File: config.mk
export PLATFORM = sky130hd
export DESIGN_NAME = series_evaluator_flat
export DESIGN_NICKNAME = d
export VERILOG_FILES = /design/src/rtl/series_evaluator_if.sv /design/src/rtl/series_evaluator.sv /design/src/flat_wrapper.sv
export SDC_FILE = /design/constraint.sdc
export NUM_CORES = 2
export LEC_CHECK = 0
export BUFFER_PORTS_ARGS = -buffer_cell sky130_fd_sc_hd__buf_2
export CAP_MARGIN = 25
export CORE_MARGIN = 2
export CORE_UTILIZATION = 65
export DETAILED_ROUTE_END_ITERATION = 8
export PLACE_DENSITY = 0.82
export SLEW_MARGIN = 20
export SYNTH_ARGS = -nofsm -noshare
export SYNTH_HDL_FRONTEND = slang
export SYNTH_SLANG_ARGS = --single-unit
File: constraint.sdc
create_clock -name clk -period 11.11 [get_ports clk]
set_input_delay 1.6665 -clock clk [delete_from_list [all_inputs] [get_ports clk]]
set_output_delay 1.6665 -clock clk [all_outputs]
set_load 0.03 [all_outputs]
File: src/rtl/series_evaluator_if.sv
// Handshake, operand/result and coefficient-ROM signals of series_evaluator.
// The master side is the requester, which also owns the coefficient ROM and
// answers rom_addr combinationally on rom_data.
interface series_evaluator_if;
  logic        start;
  logic [15:0] operand_in;
  logic [3:0]  rom_addr;
  logic [15:0] rom_data;
  logic        busy;
  logic        done;
  logic [15:0] result;

  modport master (
    output start,
    output operand_in,
    output rom_data,
    input  rom_addr,
    input  busy,
    input  done,
    input  result
  );

  modport slave (
    input  start,
    input  operand_in,
    input  rom_data,
    output rom_addr,
    output busy,
    output done,
    output result
  );
endinterface

File: src/rtl/series_evaluator.sv
// Sequential even-power series evaluator:
//   S = sum t_k,  t_0 = 1.0,  t_{k+1} = t_k * u * c_k,  c_k = ROM[k].
// With u = y^2/2 and the cosine factor ROM the result is cos(y).
// One multiply per state: MUL_U forms t_k*u, MUL_C applies c_k and
// accumulates. A zero coefficient ends the series early.
module series_evaluator #(
  parameter int N_TERMS = 7,
  parameter int FRAC    = 10,
  parameter int ACC_W   = 20
) (
  input  logic            clk,
  input  logic            rst_n,
  series_evaluator_if.slave bus
);

  localparam logic [1:0] S_IDLE  = 2'd0;
  localparam logic [1:0] S_MUL_U = 2'd1;
  localparam logic [1:0] S_MUL_C = 2'd2;
  localparam logic [1:0] S_FIN   = 2'd3;

  localparam logic signed [15:0] ONE = 16'(1 << FRAC);

  logic [1:0]               state_q, state_d;
  logic signed [15:0]       u_q, u_d;
  logic signed [15:0]       term_q, term_d;
  logic signed [15:0]       tmp_q, tmp_d;
  logic signed [ACC_W-1:0]  acc_q, acc_d;
  logic [3:0]               k_q, k_d;
  logic                     busy_q, busy_d;
  logic                     done_q, done_d;
  logic signed [15:0]       result_q, result_d;

  logic signed [15:0]       coef;
  logic signed [31:0]       prod_u, prod_c;
  logic signed [15:0]       tmp_new, term_new;
  logic signed [31:0]       acc_ext;
  logic [4:0]               k_next;

  function automatic logic signed [15:0] sat16(input logic signed [31:0] v);
    if (v > 32'sd32767)
      return 16'sh7fff;
    else if (v < -32'sd32768)
      return 16'sh8000;
    else
      return v[15:0];
  endfunction

  assign coef     = bus.rom_data;
  assign prod_u   = 32'(term_q) * 32'(u_q);
  assign prod_c   = 32'(tmp_q) * 32'(coef);
  assign tmp_new  = sat16(prod_u >>> FRAC);
  assign term_new = sat16(prod_c >>> FRAC);
  assign acc_ext  = 32'(acc_q);
  assign k_next   = {1'b0, k_q} + 5'd1;

  // Next-state and datapath update for the evaluation sequence.
  always_comb begin
    state_d  = state_q;
    u_d      = u_q;
    term_d   = term_q;
    tmp_d    = tmp_q;
    acc_d    = acc_q;
    k_d      = k_q;
    busy_d   = busy_q;
    done_d   = 1'b0;
    result_d = result_q;
    case (state_q)
      S_IDLE: begin
        if (bus.start) begin
          u_d     = bus.operand_in;
          term_d  = ONE;
          acc_d   = ACC_W'(ONE);
          k_d     = '0;
          busy_d  = 1'b1;
          state_d = S_MUL_U;
        end
      end
      S_MUL_U: begin
        tmp_d   = tmp_new;
        state_d = S_MUL_C;
      end
      S_MUL_C: begin
        term_d = term_new;
        acc_d  = acc_q + ACC_W'(term_new);
        k_d    = k_q + 4'd1;
        if ((k_next == 5'(N_TERMS)) || (bus.rom_data == '0))
          state_d = S_FIN;
        else
          state_d = S_MUL_U;
      end
      S_FIN: begin
        result_d = sat16(acc_ext);
        done_d   = 1'b1;
        busy_d   = 1'b0;
        state_d  = S_IDLE;
      end
      default: state_d = S_IDLE;
    endcase
  end

  // State registers; reset aborts any evaluation without a done pulse.
  always_ff @(posedge clk or negedge rst_n) begin
    if (!rst_n) begin
      state_q  <= S_IDLE;
      u_q      <= '0;
      term_q   <= '0;
      tmp_q    <= '0;
      acc_q    <= '0;
      k_q      <= '0;
      busy_q   <= 1'b0;
      done_q   <= 1'b0;
      result_q <= '0;
    end else begin
      state_q  <= state_d;
      u_q      <= u_d;
      term_q   <= term_d;
      tmp_q    <= tmp_d;
      acc_q    <= acc_d;
      k_q      <= k_d;
      busy_q   <= busy_d;
      done_q   <= done_d;
      result_q <= result_d;
    end
  end

  assign bus.rom_addr = k_q;
  assign bus.busy     = busy_q;
  assign bus.done     = done_q;
  assign bus.result   = result_q;

endmodule
File: src/flat_wrapper.sv
// flat-port wrapper written by rule: the top's interface ports become plain ports
module series_evaluator_flat 
#(
  parameter int N_TERMS = 7,
  parameter int FRAC    = 10,
  parameter int ACC_W   = 20
)
  (clk, rst_n, bus_start, bus_operand_in, bus_rom_data, bus_rom_addr, bus_busy, bus_done, bus_result);
  series_evaluator_if bus_i ();
  input  logic clk;
  input  logic rst_n;
  input wire logic [$bits(bus_i.start)-1:0] bus_start;
  input wire logic [$bits(bus_i.operand_in)-1:0] bus_operand_in;
  input wire logic [$bits(bus_i.rom_data)-1:0] bus_rom_data;
  output wire logic [$bits(bus_i.rom_addr)-1:0] bus_rom_addr;
  output wire logic [$bits(bus_i.busy)-1:0] bus_busy;
  output wire logic [$bits(bus_i.done)-1:0] bus_done;
  output wire logic [$bits(bus_i.result)-1:0] bus_result;
  assign bus_i.start = bus_start;
  assign bus_i.operand_in = bus_operand_in;
  assign bus_i.rom_data = bus_rom_data;
  assign bus_rom_addr = bus_i.rom_addr;
  assign bus_busy = bus_i.busy;
  assign bus_done = bus_i.done;
  assign bus_result = bus_i.result;
  series_evaluator #(.N_TERMS(N_TERMS), .FRAC(FRAC), .ACC_W(ACC_W)) u_core (.clk(clk), .rst_n(rst_n), .bus(bus_i));
endmodule
-- Yosys cells after proc, flatten, opt, wreduce, memory -nomap -nowiden
Cells that the tools add are included.
- register bits: 92
- input port bits: 35
- output and inout port bits: 22
- logic and storage cells: 51
- add/subtract/negate cells: 3
- multiply operators: 2
- magnitude comparators: 6
- eq/ne operators: 5
- mux-type cells: 18
- reductions and logical operators: 8
- operators by type and width (cell ; number):
    $mux 16 ; 7
    $mul 16x16->32 ; 2
    $gt 22x16->1 const B ; 2
    $lt 22x16->1 const B ; 2
    $pmux 20 s2 ; 1
    $pmux 16 s2 ; 1
    $add 20x16->20 ; 1
    $gt 20x16->1 const B ; 1
    $lt 20x16->1 const B ; 1
    $mux 20 ; 1
    $logic_not 16->1 ; 1
    $pmux 2 s4 ; 1
    $pmux 4 s2 ; 1
    $reduce_and 2->1 ; 3
    $add 4x1->5 const B ; 1
    $eq 5x3->1 const B ; 1
    $add 4x1->4 const B ; 1
    $eq 2x2->1 const B ; 2
    $mux 2 ; 2
    $mux 4 ; 1
    $reduce_bool 2->1 ; 2
    $eq 2x1->1 const B ; 1
    $logic_not 2->1 ; 1
    $mux 1 ; 2
    3 further kinds ; 3

-- Longest topological paths before layout
- word-level depth: 6
- depth in mapped cells: 36
- gate-level depth less buffers: 33

-- Least setup slack after synthesis
OpenSTA, ideal clock, no wires.
- path type: input to register
- start point: input bus_rom_data[1]
- end point: register u_core.acc_q[19]
- arrival: 10246 ps
- required time: 10989 ps
- slack: 743 ps
- cell stages on the path: 32
- path buffers: 2
- cells stage by stage: clkbuf_1 -> nand2_1 -> inv_1 -> fa_1 -> fa_1 -> inv_1 -> fa_1 -> fa_1 -> fa_1 -> fa_1 -> inv_1 -> ha_1 -> a21o_1 -> a21o_1 -> a221oi_1 -> nor3b_1 -> a21o_1 -> mux2i_1 -> a31oi_2 -> o31ai_4 -> buf_4 -> o21ai_1 -> ha_1 -> a211oi_1 -> o21ai_0 -> a221oi_1 -> a211o_1 -> a311oi_1 -> a2111oi_0 -> xnor2_1 -> o21ai_0 -> a22o_1
- longest elaborated chain between the ends: 6
- RTL lines (what ; RTL line ; source):
    from (decl) ; flat_wrapper.sv:14 ; input wire logic [$bits(bus_i.rom_data)-1:0] bus_rom_data;
    $mul 16x16->32 (*) ; series_evaluator.sv:50 ; assign prod_c = 32'(tmp_q) * 32'(coef);
    $lt 22x16->1 ; series_evaluator.sv:42 ; else if (v < -32'sd32768)
    $mux 16 ; series_evaluator.sv:42 ;
    $mux 16 (*) ; series_evaluator.sv:40 ; if (v > 32'sd32767)
    $add 20x16->20 (*) ; series_evaluator.sv:84 ; acc_d = acc_q + ACC_W'(term_new);
    $pmux 20 s2 (*) ; series_evaluator.sv:67 ; case (state_q)
    to (signal assigned) ; series_evaluator.sv:108 ; acc_q <= '0;
    to (signal assigned) ; series_evaluator.sv:118 ; acc_q <= acc_d;
    to (decl) ; series_evaluator.sv:27 ; logic signed [ACC_W-1:0] acc_q, acc_d;
Mark *: on every way between the ends. The rest lies on a longest branch, timed or not.
A chain may end at the register's enable or synchronous reset.

-- Final worst setup path
Same ends and word-level chain as after synthesis.

==> results.md <==
- Root Buffer: clkbuf_16
- Dominant synthesized flop cell: dfrtp_1
- RSZ-0062 raised after global routing: false
- Max Buffers Root-to-Sink: 2
- FF+latch area: 0.00230 mm²
- CTS buffer count: 9
- Setup Crit Path Kind: input port to register
- Hold_buf cts: 0
- #FFs+latches synth: 92
- Hold WC Path Type: register to register
- Slew Limit Fails: 0
- Antenna Nets Post-Route: 0
- Core Util, Final: 0.685
- CTS tree: built
- CP max stage cell: fa_2
- YS warnings: 0
- Hpwl dp: 45800 µm
- Post-synthesis mux area share: 0.00873
- Total routed wirelength: 57300 µm
- Die Y: 196 µm
- Antenna violations before repair: 2
- Synth area leader: fa_1
- Post-synth cell types: 77
- Post-Synth Simple-Gate Area: 0.156
- Synth top area share: 0.435
- Area Overhead vs Synth: 3.96%
- Largest family of logic cells by synthesized area: adder cells
- Fin worst setup slack: 0.587 ns
- Top post-synthesis cells by area: fa_1 43%, dfrtp_1 9.6%, ha_1 9.4%, inv_1 9.3%, and2_1 6.2%
- Final period util: 0.947
- Post-synthesis xor/xnor area fraction: 0.0257
- Drt via density: 5.88
- Clock sink count: 92
- Overflow after GRT: 0
- Share of cells above drive strength 1: 0.0555
- Crit path top cell by count: fa_1
- Netlist Area Pre-Place: 0.0241 mm²
- Data required, critical path: 11.36 ns
- Final Hold Vio Count: 0
- Horiz. Die Dim: 196 µm
- Period minus WS final: 10.52 ns
- Filler cells: 2703
- Gr usage total: 0.322
- First-pass GRT wire length: 97900 µm
- Post-route DRC: 0
- Post-Layout Cell Count: 3063
- Routed WL per cell: 18.7 µm
- Std cell rows: 70
- Nets@finish: 3329
- Cell total after placement: 3044
- H-tree levels: 3
- Relative slew slack: 0.308
- Sequential-to-total area share from yosys stat: 0.0956
- CP arrival: 10.78 ns
- Die area: 0.0386 mm²
- Compound-Gate Fraction of Synth Area: 0.0753
- Multi-input logic area: 0.0192 mm²
- Synthesized area per cell: 9.25 µm²
- FFs w/ async S/R, synth: 1.00
- Adder-Cell Fraction of Synth Area: 0.529
- Insertion delay to the later sink of the worst-skew pair: 0.36 ns
- Total of max-cap violations: 0
- Cells after Synth: 2602
- Largest net degree at the start of global routing: 80
- Achievable Freq: 95.0 MHz
- EDFF count, synth: 0
- Initial DRC count: 1335
- Core Area: 0.0365 mm²
- Post-place setup slack: -0.0140 ns
- Setup TNS: 0 ns
- Net Count, Synth: 3341
- Startpoint Class: input port
- Vias: 18000
- Setup Viol. Count Final: 0
- IO Pins: 57
- Starting density of the core: 0.659
- ANT cells: 0
- Worst-margin pin slew: 1.04 ns
- Clock Pin Slew Worst Setup and Hold Paths: 0.08 ns
- Drt first pass iters: 6
- Vias in the first global route: 20100
- Placer congestion estimate: 0.933
- Nature of the critical path endpoint: register
- Run status: complete, no violations
- IO Port Bufs: 56
- Largest stage delay, worst path: 0.77 ns
- Clock skew: 0.0163 ns
- CP max FO: 7
[metal layers]
metal	track usage	wire (µm)	vias up
met1	0.414	21600	9177
met5	0	27	-
met4	0.145	2740	4
met3	0.0486	4300	208
li1	-	-	7822
met2	0.546	28700	787
[cell usage in the layout, fill, tap and decap left out, types with 5 or more instances in the layout]
cell,netlist,layout
inv_1,595,595
fa_1,523,522
nand2_1,343,343
and2_1,240,240
ha_1,181,181
dfrtp_1,92,92
o21ai_0,81,81
buf_2,3,55
nor2_1,54,54
xnor2_1,47,47
a21oi_1,45,45
nand2b_1,25,25
xor2_1,21,21
buf_4,2,20
a21o_1,17,17
mux2_2,16,16
nand4_1,15,15
o22ai_1,15,15
nor3_1,14,14
or3_1,11,11
o21ai_1,10,10
a31oi_1,10,10
a22oi_2,10,10
o21bai_1,9,9
and3_1,9,9
a211oi_1,9,9
clkbuf_16,0,9
nor2b_1,9,8
nand3_1,6,6
or2_2,5,5
a211o_1,5,5
a22o_1,5,5
nor4_1,5,5
[kinds of logic after synthesis]
logic type / after synthesis
flops: 92
fa+ha+maj: 704
compound gates: 268
simple gates: 755
buf+inv: 695
xor+xnor: 69
mux: 19
[sequential cells by signal (all words and copies together) (netlist names)]
name / count
u_core.acc_q: 20
u_core.bus.busy: 1
u_core.bus.done: 1
u_core.bus.result: 16
u_core.bus.rom_addr: 4
u_core.state_q: 2
u_core.term_q: 16
u_core.tmp_q: 16
u_core.u_q: 16
[cells in the mapped netlist, drive strengths merged, types with 4 or more instances]
library cell    n
dfrtp          92
a22oi          14
and3            9
o211ai          4
o31a            4
or2             5
ha            181
nor2           55
a21o           17
o21bai          9
inv           595
o31ai           5
a31oi          12
a211o           6
nand3b          4
nor2b           9
clkbuf         91
nand2         343
mux2           16
a21oi          46
nand3           6
o21ai          91
o22ai          15
a211oi          9
a22o            5
xor2           21
nor4            5
nand2b         25
or3            11
nand4          15
fa            523
buf             8
xnor2          47
nor3           14
and2          240
[through the flow]
step | area, µm² | hold WS, ns
after floorplan | 24100 | 0.473
after global placement | 24700 | 0.452
after detailed placement | 24700 | 0.454
after CTS | 25000 | 0.478
after global routing | 25000 | 0.501
final | 25000 | 0.479
[critical path: cells and delay by family]
| family | cells | cell delay [ns] |
|---|---|---|
| AO/OA/AOI/OAI | 14 | 3.36 |
| XOR/XNOR | 1 | 0.19 |
| adder cells (fa/ha/maj) | 8 | 4.11 |
| buffers and inverters | 4 | 0.41 |
| AND/OR/NAND/NOR | 4 | 1.02 |
[what timing repair did]
action | in CTS | in global routing
hold endpoints to repair | 0 | 0
endpoints found under the setup margin | 0 | 3
buffers inserted | 0 | 3
resized for setup | 0 | 1
[final timing paths]
| path | startpoint | to | slack (ns) | cells after the start |
|---|---|---|---|---|
| min | u_core.bus.busy$_DFFE_PN0P_ | u_core.bus.busy$_DFFE_PN0P_ | 0.48 | 1 |
| min in group asynchronous | rst_n | u_core.acc_q[11]$_DFFE_PN0P_ | 1.14 | 1 |
| min reg2reg | u_core.bus.busy$_DFFE_PN0P_ | u_core.bus.busy$_DFFE_PN0P_ | 0.48 | 1 |
| max in group asynchronous | rst_n | u_core.term_q[1]$_DFFE_PN0P_ | 8.97 | 2 |
| max | bus_rom_data[1] | u_core.acc_q[19]$_DFFE_PN0P_ | 0.59 | 31 |
| max reg2reg | u_core.tmp_q[15]$_DFFE_PN0N_ | u_core.acc_q[19]$_DFFE_PN0P_ | 1.31 | 31 |
[final cells by class]
class / count / area share
multi-input combinational: 1815 / 0.765
clock buffer: 9 / 0.00900
sequential: 92 / 0.0920
clock inverter: 7 / 0.00345
tap: 468 / 0.0234
timing repair buffer: 76 / 0.0174
inverter: 596 / 0.0896
Power is left out: the tool's default activity adds up to more than one toggle a clock period on the data nets, which glitch-free logic cannot reach.
